`src/rtl/cpuregs_dbg.sv`:
```
// cpuregs_dbg: console examine / deposit / dump-all engine that borrows the
// register-file ports from a halted CPU through a request/grant handshake.
module cpuregs_dbg #(
  parameter int GNT_TIMEOUT = 255
) (
  input  logic        clk,
  input  logic        reset,
  input  logic        cmd_valid,
  output logic        cmd_ready,
  input  logic [1:0]  cmd_op,
  input  logic [5:0]  cmd_addr,
  input  logic [15:0] cmd_data,
  output logic        rsp_valid,
  input  logic        rsp_ready,
  output logic [5:0]  rsp_addr,
  output logic [15:0] rsp_data,
  output logic        rsp_last,
  output logic        rsp_err,
  output logic        rf_req,
  input  logic        rf_gnt,
  output logic [5:0]  rf_raddr,
  input  logic [15:0] rf_o,
  output logic [5:0]  rf_waddr,
  output logic [15:0] rf_d,
  output logic        rf_we
);

  localparam int CNT_W = (GNT_TIMEOUT < 2) ? 1 : $clog2(GNT_TIMEOUT + 1);
  localparam logic [1:0] OP_EXAM = 2'b00;
  localparam logic [1:0] OP_DEP  = 2'b01;
  localparam logic [1:0] OP_DUMP = 2'b10;
  localparam logic [3:0] DUMP_LAST = 4'd14;

  typedef enum logic [2:0] {
    S_IDLE, S_WAIT_GNT, S_RD_ADDR, S_RD_CAP, S_WR, S_RSP
  } state_t;

  state_t           state_q, state_d;
  logic [1:0]       op_q, op_d;
  logic [5:0]       addr_q, addr_d;
  logic [15:0]      data_q, data_d;
  logic [3:0]       idx_q, idx_d;
  logic [CNT_W-1:0] cnt_q, cnt_d;
  logic             cmd_ready_q, cmd_ready_d;
  logic             rsp_valid_q, rsp_valid_d;
  logic [5:0]       rsp_addr_q, rsp_addr_d;
  logic [15:0]      rsp_data_q, rsp_data_d;
  logic             rsp_last_q, rsp_last_d;
  logic             rsp_err_q, rsp_err_d;
  logic             rf_req_q, rf_req_d;
  logic [5:0]       rf_raddr_q, rf_raddr_d;
  logic [5:0]       rf_waddr_q, rf_waddr_d;
  logic [15:0]      rf_d_q, rf_d_d;
  logic             rf_we_q, rf_we_d;
  logic [5:0]       cur_addr;

  // Logical address of dump entry idx: set-0 R0-R5, kernel SP,
  // set-1 R0-R5, supervisor SP, user SP.
  function automatic logic [5:0] dump_addr(input logic [3:0] idx);
    logic [5:0] a;
    if (idx <= 4'd5)       a = {3'b000, idx[2:0]};
    else if (idx == 4'd6)  a = 6'b000110;
    else if (idx <= 4'd12) a = {3'b001, 3'(idx - 4'd7)};
    else if (idx == 4'd13) a = 6'b010110;
    else                   a = 6'b110110;
    return a;
  endfunction

  // PC is not in the register file, and mode 10 has no stack pointer.
  function automatic logic cmd_is_bad(input logic [1:0] op, input logic [5:0] addr);
    logic rw;
    rw = (op == OP_EXAM) || (op == OP_DEP);
    return (op == 2'b11) ||
           (rw && (addr[2:0] == 3'd7)) ||
           (rw && (addr[2:0] == 3'd6) && (addr[5:4] == 2'b10));
  endfunction

  assign cur_addr = (op_q == OP_DUMP) ? dump_addr(idx_q) : addr_q;

  // Next-state and registered-output computation for the access sequencer.
  always_comb begin
    state_d     = state_q;
    op_d        = op_q;
    addr_d      = addr_q;
    data_d      = data_q;
    idx_d       = idx_q;
    cnt_d       = cnt_q;
    cmd_ready_d = cmd_ready_q;
    rsp_valid_d = rsp_valid_q;
    rsp_addr_d  = rsp_addr_q;
    rsp_data_d  = rsp_data_q;
    rsp_last_d  = rsp_last_q;
    rsp_err_d   = rsp_err_q;
    rf_req_d    = rf_req_q;
    rf_raddr_d  = rf_raddr_q;
    rf_waddr_d  = rf_waddr_q;
    rf_d_d      = rf_d_q;
    rf_we_d     = rf_we_q;

    case (state_q)
      S_IDLE: begin
        if (cmd_valid && cmd_ready_q) begin
          op_d        = cmd_op;
          addr_d      = cmd_addr;
          data_d      = cmd_data;
          idx_d       = 4'd0;
          cnt_d       = '0;
          cmd_ready_d = 1'b0;
          if (cmd_is_bad(cmd_op, cmd_addr)) begin
            state_d     = S_RSP;
            rsp_valid_d = 1'b1;
            rsp_err_d   = 1'b1;
            rsp_last_d  = 1'b1;
            rsp_data_d  = 16'h0000;
            rsp_addr_d  = cmd_addr;
          end else begin
            state_d  = S_WAIT_GNT;
            rf_req_d = 1'b1;
          end
        end
      end

      S_WAIT_GNT: begin
        if (rf_gnt) begin
          cnt_d = '0;
          if (op_q == OP_DEP) begin
            state_d    = S_WR;
            rf_we_d    = 1'b1;
            rf_waddr_d = addr_q;
            rf_d_d     = data_q;
          end else begin
            state_d    = S_RD_ADDR;
            rf_raddr_d = cur_addr;
          end
        end else if (cnt_q == CNT_W'(GNT_TIMEOUT - 1)) begin
          state_d     = S_RSP;
          rf_req_d    = 1'b0;
          rsp_valid_d = 1'b1;
          rsp_err_d   = 1'b1;
          rsp_last_d  = 1'b1;
          rsp_data_d  = 16'h0000;
          rsp_addr_d  = cur_addr;
        end else begin
          cnt_d = cnt_q + 1'b1;
        end
      end

      S_RD_ADDR: begin
        if (!rf_gnt) begin
          state_d = S_WAIT_GNT;
          cnt_d   = '0;
        end else begin
          state_d = S_RD_CAP;
        end
      end

      S_RD_CAP: begin
        if (!rf_gnt) begin
          state_d = S_WAIT_GNT;
          cnt_d   = '0;
        end else begin
          state_d     = S_RSP;
          rsp_valid_d = 1'b1;
          rsp_data_d  = rf_o;
          rsp_addr_d  = cur_addr;
          rsp_err_d   = 1'b0;
          rsp_last_d  = (op_q != OP_DUMP) || (idx_q == DUMP_LAST);
        end
      end

      S_WR: begin
        rf_we_d = 1'b0;
        if (!rf_gnt) begin
          state_d = S_WAIT_GNT;
          cnt_d   = '0;
        end else begin
          state_d     = S_RSP;
          rsp_valid_d = 1'b1;
          rsp_data_d  = data_q;
          rsp_addr_d  = addr_q;
          rsp_err_d   = 1'b0;
          rsp_last_d  = 1'b1;
        end
      end

      S_RSP: begin
        if (rsp_ready) begin
          rsp_valid_d = 1'b0;
          if ((op_q == OP_DUMP) && !rsp_err_q && (idx_q != DUMP_LAST)) begin
            idx_d      = idx_q + 4'd1;
            state_d    = S_RD_ADDR;
            rf_raddr_d = dump_addr(idx_q + 4'd1);
          end else begin
            state_d     = S_IDLE;
            rf_req_d    = 1'b0;
            cmd_ready_d = 1'b1;
          end
        end
      end

      default: state_d = S_IDLE;
    endcase
  end

  // State and output registers; reset abandons any operation in flight.
  always_ff @(posedge clk) begin
    if (reset) begin
      state_q     <= S_IDLE;
      op_q        <= 2'b00;
      addr_q      <= 6'd0;
      data_q      <= 16'h0000;
      idx_q       <= 4'd0;
      cnt_q       <= '0;
      cmd_ready_q <= 1'b1;
      rsp_valid_q <= 1'b0;
      rsp_addr_q  <= 6'd0;
      rsp_data_q  <= 16'h0000;
      rsp_last_q  <= 1'b0;
      rsp_err_q   <= 1'b0;
      rf_req_q    <= 1'b0;
      rf_raddr_q  <= 6'd0;
      rf_waddr_q  <= 6'd0;
      rf_d_q      <= 16'h0000;
      rf_we_q     <= 1'b0;
    end else begin
      state_q     <= state_d;
      op_q        <= op_d;
      addr_q      <= addr_d;
      data_q      <= data_d;
      idx_q       <= idx_d;
      cnt_q       <= cnt_d;
      cmd_ready_q <= cmd_ready_d;
      rsp_valid_q <= rsp_valid_d;
      rsp_addr_q  <= rsp_addr_d;
      rsp_data_q  <= rsp_data_d;
      rsp_last_q  <= rsp_last_d;
      rsp_err_q   <= rsp_err_d;
      rf_req_q    <= rf_req_d;
      rf_raddr_q  <= rf_raddr_d;
      rf_waddr_q  <= rf_waddr_d;
      rf_d_q      <= rf_d_d;
      rf_we_q     <= rf_we_d;
    end
  end

  assign cmd_ready = cmd_ready_q;
  assign rsp_valid = rsp_valid_q;
  assign rsp_addr  = rsp_addr_q;
  assign rsp_data  = rsp_data_q;
  assign rsp_last  = rsp_last_q;
  assign rsp_err   = rsp_err_q;
  assign rf_req    = rf_req_q;
  assign rf_raddr  = rf_raddr_q;
  assign rf_waddr  = rf_waddr_q;
  assign rf_d      = rf_d_q;
  // A write that loses the grant mid-cycle must never reach the register file.
  assign rf_we     = rf_we_q & rf_gnt;

endmodule

```
`config.mk`:
```
export PLATFORM = sky130hd
export DESIGN_NAME = cpuregs_dbg
export DESIGN_NICKNAME = d
export VERILOG_FILES = /design/src/rtl/cpuregs_dbg.sv
export SDC_FILE = /design/constraint.sdc
export NUM_CORES = 1
export LEC_CHECK = 0
export ABC_AREA = 1
export BUFFER_PORTS_ARGS = -buffer_cell sky130_fd_sc_hd__buf_2
export CORE_MARGIN = 4
export CORE_UTILIZATION = 25
export DETAILED_ROUTE_END_ITERATION = 8
export PLACE_DENSITY_LB_ADDON = 0.2
export SLEW_MARGIN = 15
export SYNTH_ARGS = -nofsm -noshare
export SYNTH_HDL_FRONTEND = slang
export SYNTH_SLANG_ARGS = --single-unit
```
`constraint.sdc`:
```
create_clock -name clk -period 4.55 [get_ports clk]
set_clock_uncertainty 0.05 [all_clocks]
set_input_delay 0.91 -clock clk [delete_from_list [all_inputs] [get_ports clk]]
set_output_delay 0.91 -clock clk [all_outputs]
set_load 0.02 [all_outputs]
```
==> impl_results.rst <==
.. list-table::
   :header-rows: 1

   * - Metric
     - Value
   * - Status
     - complete, no violations
   * - Share of final-layout standard cells stronger than drive strength 1
     - 20.7%
   * - Leftover overflow at the end of global routing
     - 0
   * - Detailed-route wire length
     - 14200 um
   * - Power density relative to cell area
     - 581 nW/um^2
   * - Vertical extent of the die
     - 142 um
   * - Max-Slew Margin vs Limit
     - 37.7%
   * - Diodes inserted
     - 0
   * - Slew Limit Fails
     - 0
   * - Number of buffer cells added on primary ports
     - 100
   * - CP Max Fanout
     - 25
   * - Reg-to-reg critical path endpoint
     - rsp_addr[3]
   * - Overall die area
     - 20300 sq um
   * - Post-Synthesis Net Count
     - 696
   * - Slack of the critical path
     - 1.80 ns
   * - Starting density of the core
     - 25.9%
   * - Share of the clock period used by the worst path after layout
     - 60.4%
   * - Type of element capturing the critical path
     - register
   * - Post-CTS setup buffer count
     - 0
   * - Share of synthesized flip-flops with an asynchronous set or reset
     - 0%
   * - Number of enable flip-flop cells after synthesis
     - 0
   * - Clock slew at reported path FFs
     - 0.07 ns
   * - Clock tree from TritonCTS
     - built
   * - Reg power frac
     - 36.1%
   * - Post-CTS Resized
     - 0
   * - Yosys warnings
     - 0
   * - Worst supply voltage drop on vdd
     - 220 uV
   * - Number of antenna violations at the first check in global routing
     - 1
   * - Vias in the first global route
     - 4105
   * - Combinational cell fraction of total power
     - 40.7%
   * - Placed Cells incl. Taps
     - 942
   * - Detail Placement HPWL
     - 10300 um
   * - Share of synthesized area occupied by flip-flops and latches
     - 42.1%
   * - Area added between synthesis and finish
     - 20.8%
   * - Global Route Usage Sum
     - 14.0%
   * - Number of register bits inferred by synthesis
     - 95
   * - Worst skew pair latency
     - 0.35 ns
   * - Internal portion of total power
     - 1.79 mW
   * - Largest net degree at the start of global routing
     - 54
   * - Least-Margin Pin Slew
     - 0.932 ns
   * - Initial DRC count
     - 335
   * - Worst min-delay path class
     - reg -> reg
   * - Final critical-path required period
     - 2.75 ns
   * - Fraction of power consumed by the clock network
     - 23.2%
   * - Startpoint type of the worst setup path
     - register
   * - CTS Buf Count
     - 9
   * - Global placement routability congestion
     - 0.864
   * - Launch point of the critical path
     - state_q[0]
   * - IO Pins
     - 101
   * - Total net switching power
     - 1.39 mW
   * - X dimension of the die
     - 142 um
   * - Total via count in the routed design
     - 4335
   * - Number of unique standard cell types used by synthesis
     - 38
   * - Mean cell area of the mapped netlist
     - 7.03 sq um
   * - Required @ worst endpoint
     - 4.76 ns
   * - Final setup violation count
     - 0
   * - Number of nets in the layout
     - 781
   * - Startpoint of the most critical register-to-register path
     - state_q[0]
   * - Register-to-Register Path Depth
     - 11
   * - Setup slack on the worst flop-to-flop path
     - 1.80 ns
   * - Synth top area share
     - 42.1%
   * - Post-CTS Hold Fix Bufs
     - 0
   * - Clock sink total
     - 95
   * - Maximum achievable frequency
     - 0.364 GHz
   * - Static Leak
     - 2.43 nW
   * - Most common cell in the synthesized netlist
     - o21ai_0
   * - Biggest area consumer among synthesized cells
     - dfxtp_1
   * - Detailed-routing iteration count for the pre-antenna-repair pass
     - 4
   * - Wire length per cell after detailed routing
     - 14.8 um
   * - Switching share of power
     - 43.8%
   * - Master cell of the clock root buffer
     - clkbuf_16
   * - Arrival time at the worst endpoint
     - 2.95 ns
   * - Startpoint-to-endpoint class of the critical path
     - reg -> reg
   * - Ys flop type
     - dfxtp_1
   * - Wire length of the first global-routing pass
     - 22300 um
   * - Clock H-tree levels
     - 3
   * - Area of the core
     - 17500 sq um
   * - Via density per instance
     - 4.53
   * - Post-route DRC
     - 0
   * - Final ANT Viol Nets
     - 0
   * - Synth area leaders
     - dfxtp_1 (42%), o21ai_0 (11%), nand2_1 (8.1%)
   * - End point of the critical path
     - rsp_addr[3]
   * - Hold path startpoint
     - rf_req
   * - Post-route insts no fill
     - 958
   * - Maximum buffer depth of the clock tree
     - 2
   * - RSZ-0062 raised after global routing
     - no
   * - Mapped Area
     - 4520 sq um
   * - Row cnt
     - 48
   * - Number of endpoints with negative hold slack in the final report
     - 0
   * - Design Power
     - 3.17 mW
   * - Setup TNS
     - 0 ns
   * - Place WS
     - 1.70 ns
   * - Most common library cells after synthesis
     - o21ai_0 (103), nand2_1 (98), dfxtp_1 (95)
   * - Number of max-capacitance violations reported
     - 0
   * - Number of instances in the synthesized netlist
     - 643
==> layout by cell type, fill, tap and decap left out, types with 2 or more instances in the layout <==
cell type	n
nand3_1	28
o21ai_0	103
nor3_1	9
buf_2	100
o21ai_2	2
a21oi_1	67
nand2_2	6
nor2_2	2
o22ai_1	4
clkinv_1	2
clkbuf_16	9
nand3_2	3
a21oi_2	2
o211ai_1	3
inv_2	9
nand4_1	5
dfxtp_1	95
nor2_4	6
nor2_1	88
inv_6	2
inv_1	62
buf_4	2
ha_1	8
nand2_1	98
clkinv_2	3
==> state kept, by name, indices dropped and copies added, names as in the netlist <==
register and count:
addr_q 6, cmd_ready 1, cnt_q 8, data_q 16, idx_q 4, op_q 2, rf_d 16, rf_raddr 6
rf_req 1, rf_waddr 6, rf_we_q 1, rsp_addr 6, rsp_data 16, rsp_err 1, rsp_last 1, rsp_valid 1
state_q 3
==> power groups by stage <==
stage               combinational, mW  clock, mW  sequential, mW
detailed placement               1.31          0            1.17
CTS                              1.31      0.757            1.15
global placement                 1.31          0            1.17
floorplan                       0.858          0            1.24
global route                     1.49      0.791            1.17
finish                           1.29      0.736            1.15
==> worst max-delay path, stage by stage, from the launching register on <==
cell and delay (ns):
dfxtp_1 0.44, nor2_1 0.06, nand2_1 0.58, nand2_1 0.15
inv_1 0.10, nor2_1 0.05, nor2_2 0.09, nand3_2 0.35
inv_2 0.51, nand2_1 0.09, nor2_1 0.10, nor2_1 0.05
==> metal layers <==
metal	up-vias	GRT usage (%)	wire length (um)
met5	-	0	13
met4	2	3.60	187
met3	17	3.63	699
met2	95	21.2	6140
met1	1937	19.9	7150
li1	2284	-	-
==> cell type report <==
class | count | area (sq um)
clock buffers | 10 | 229
well taps | 225 | 282
multi-input cells | 447 | 2210
clock inverters | 6 | 43.8
inverters | 73 | 274
flip-flops and latches | 95 | 1900
repair buffers | 102 | 515
fillers | 1955 | 12000
==> stage by stage <==
stage / utilization [%] / instance area (sq um) / hold WS (ns)
CTS: 31.2 / 5460 / 0.423
global route: 31.2 / 5460 / 0.436
floorplan: - / 4520 / 0.387
global placement: 29.7 / 5190 / 0.391
detailed placement: 29.7 / 5190 / 0.404
finish: 31.2 / 5460 / 0.412
==> logic make-up (layout without fill, tap and decap cells) <==
family	after synthesis	after routing	synth area share, %
adders and majority gates	8	8	2.21
DFF	95	95	42.1
buffers and inverters	101	191	9.03
AOI/OAI and AO/OA	188	188	22.0
and+or+nand+nor	251	251	24.7
==> worst min path at each step <==
stage	end	slack, ns	cells past startpoint
5_1_grt	rf_req	0.44	2
2_1_floorplan	op_q[1]	0.39	2
3_3_place_gp	rf_req	0.39	2
6_report	rf_req	0.41	2
4_1_cts	rf_req	0.42	2
3_5_place_dp	rf_req	0.40	2
Power figures use the tool's default switching activity.
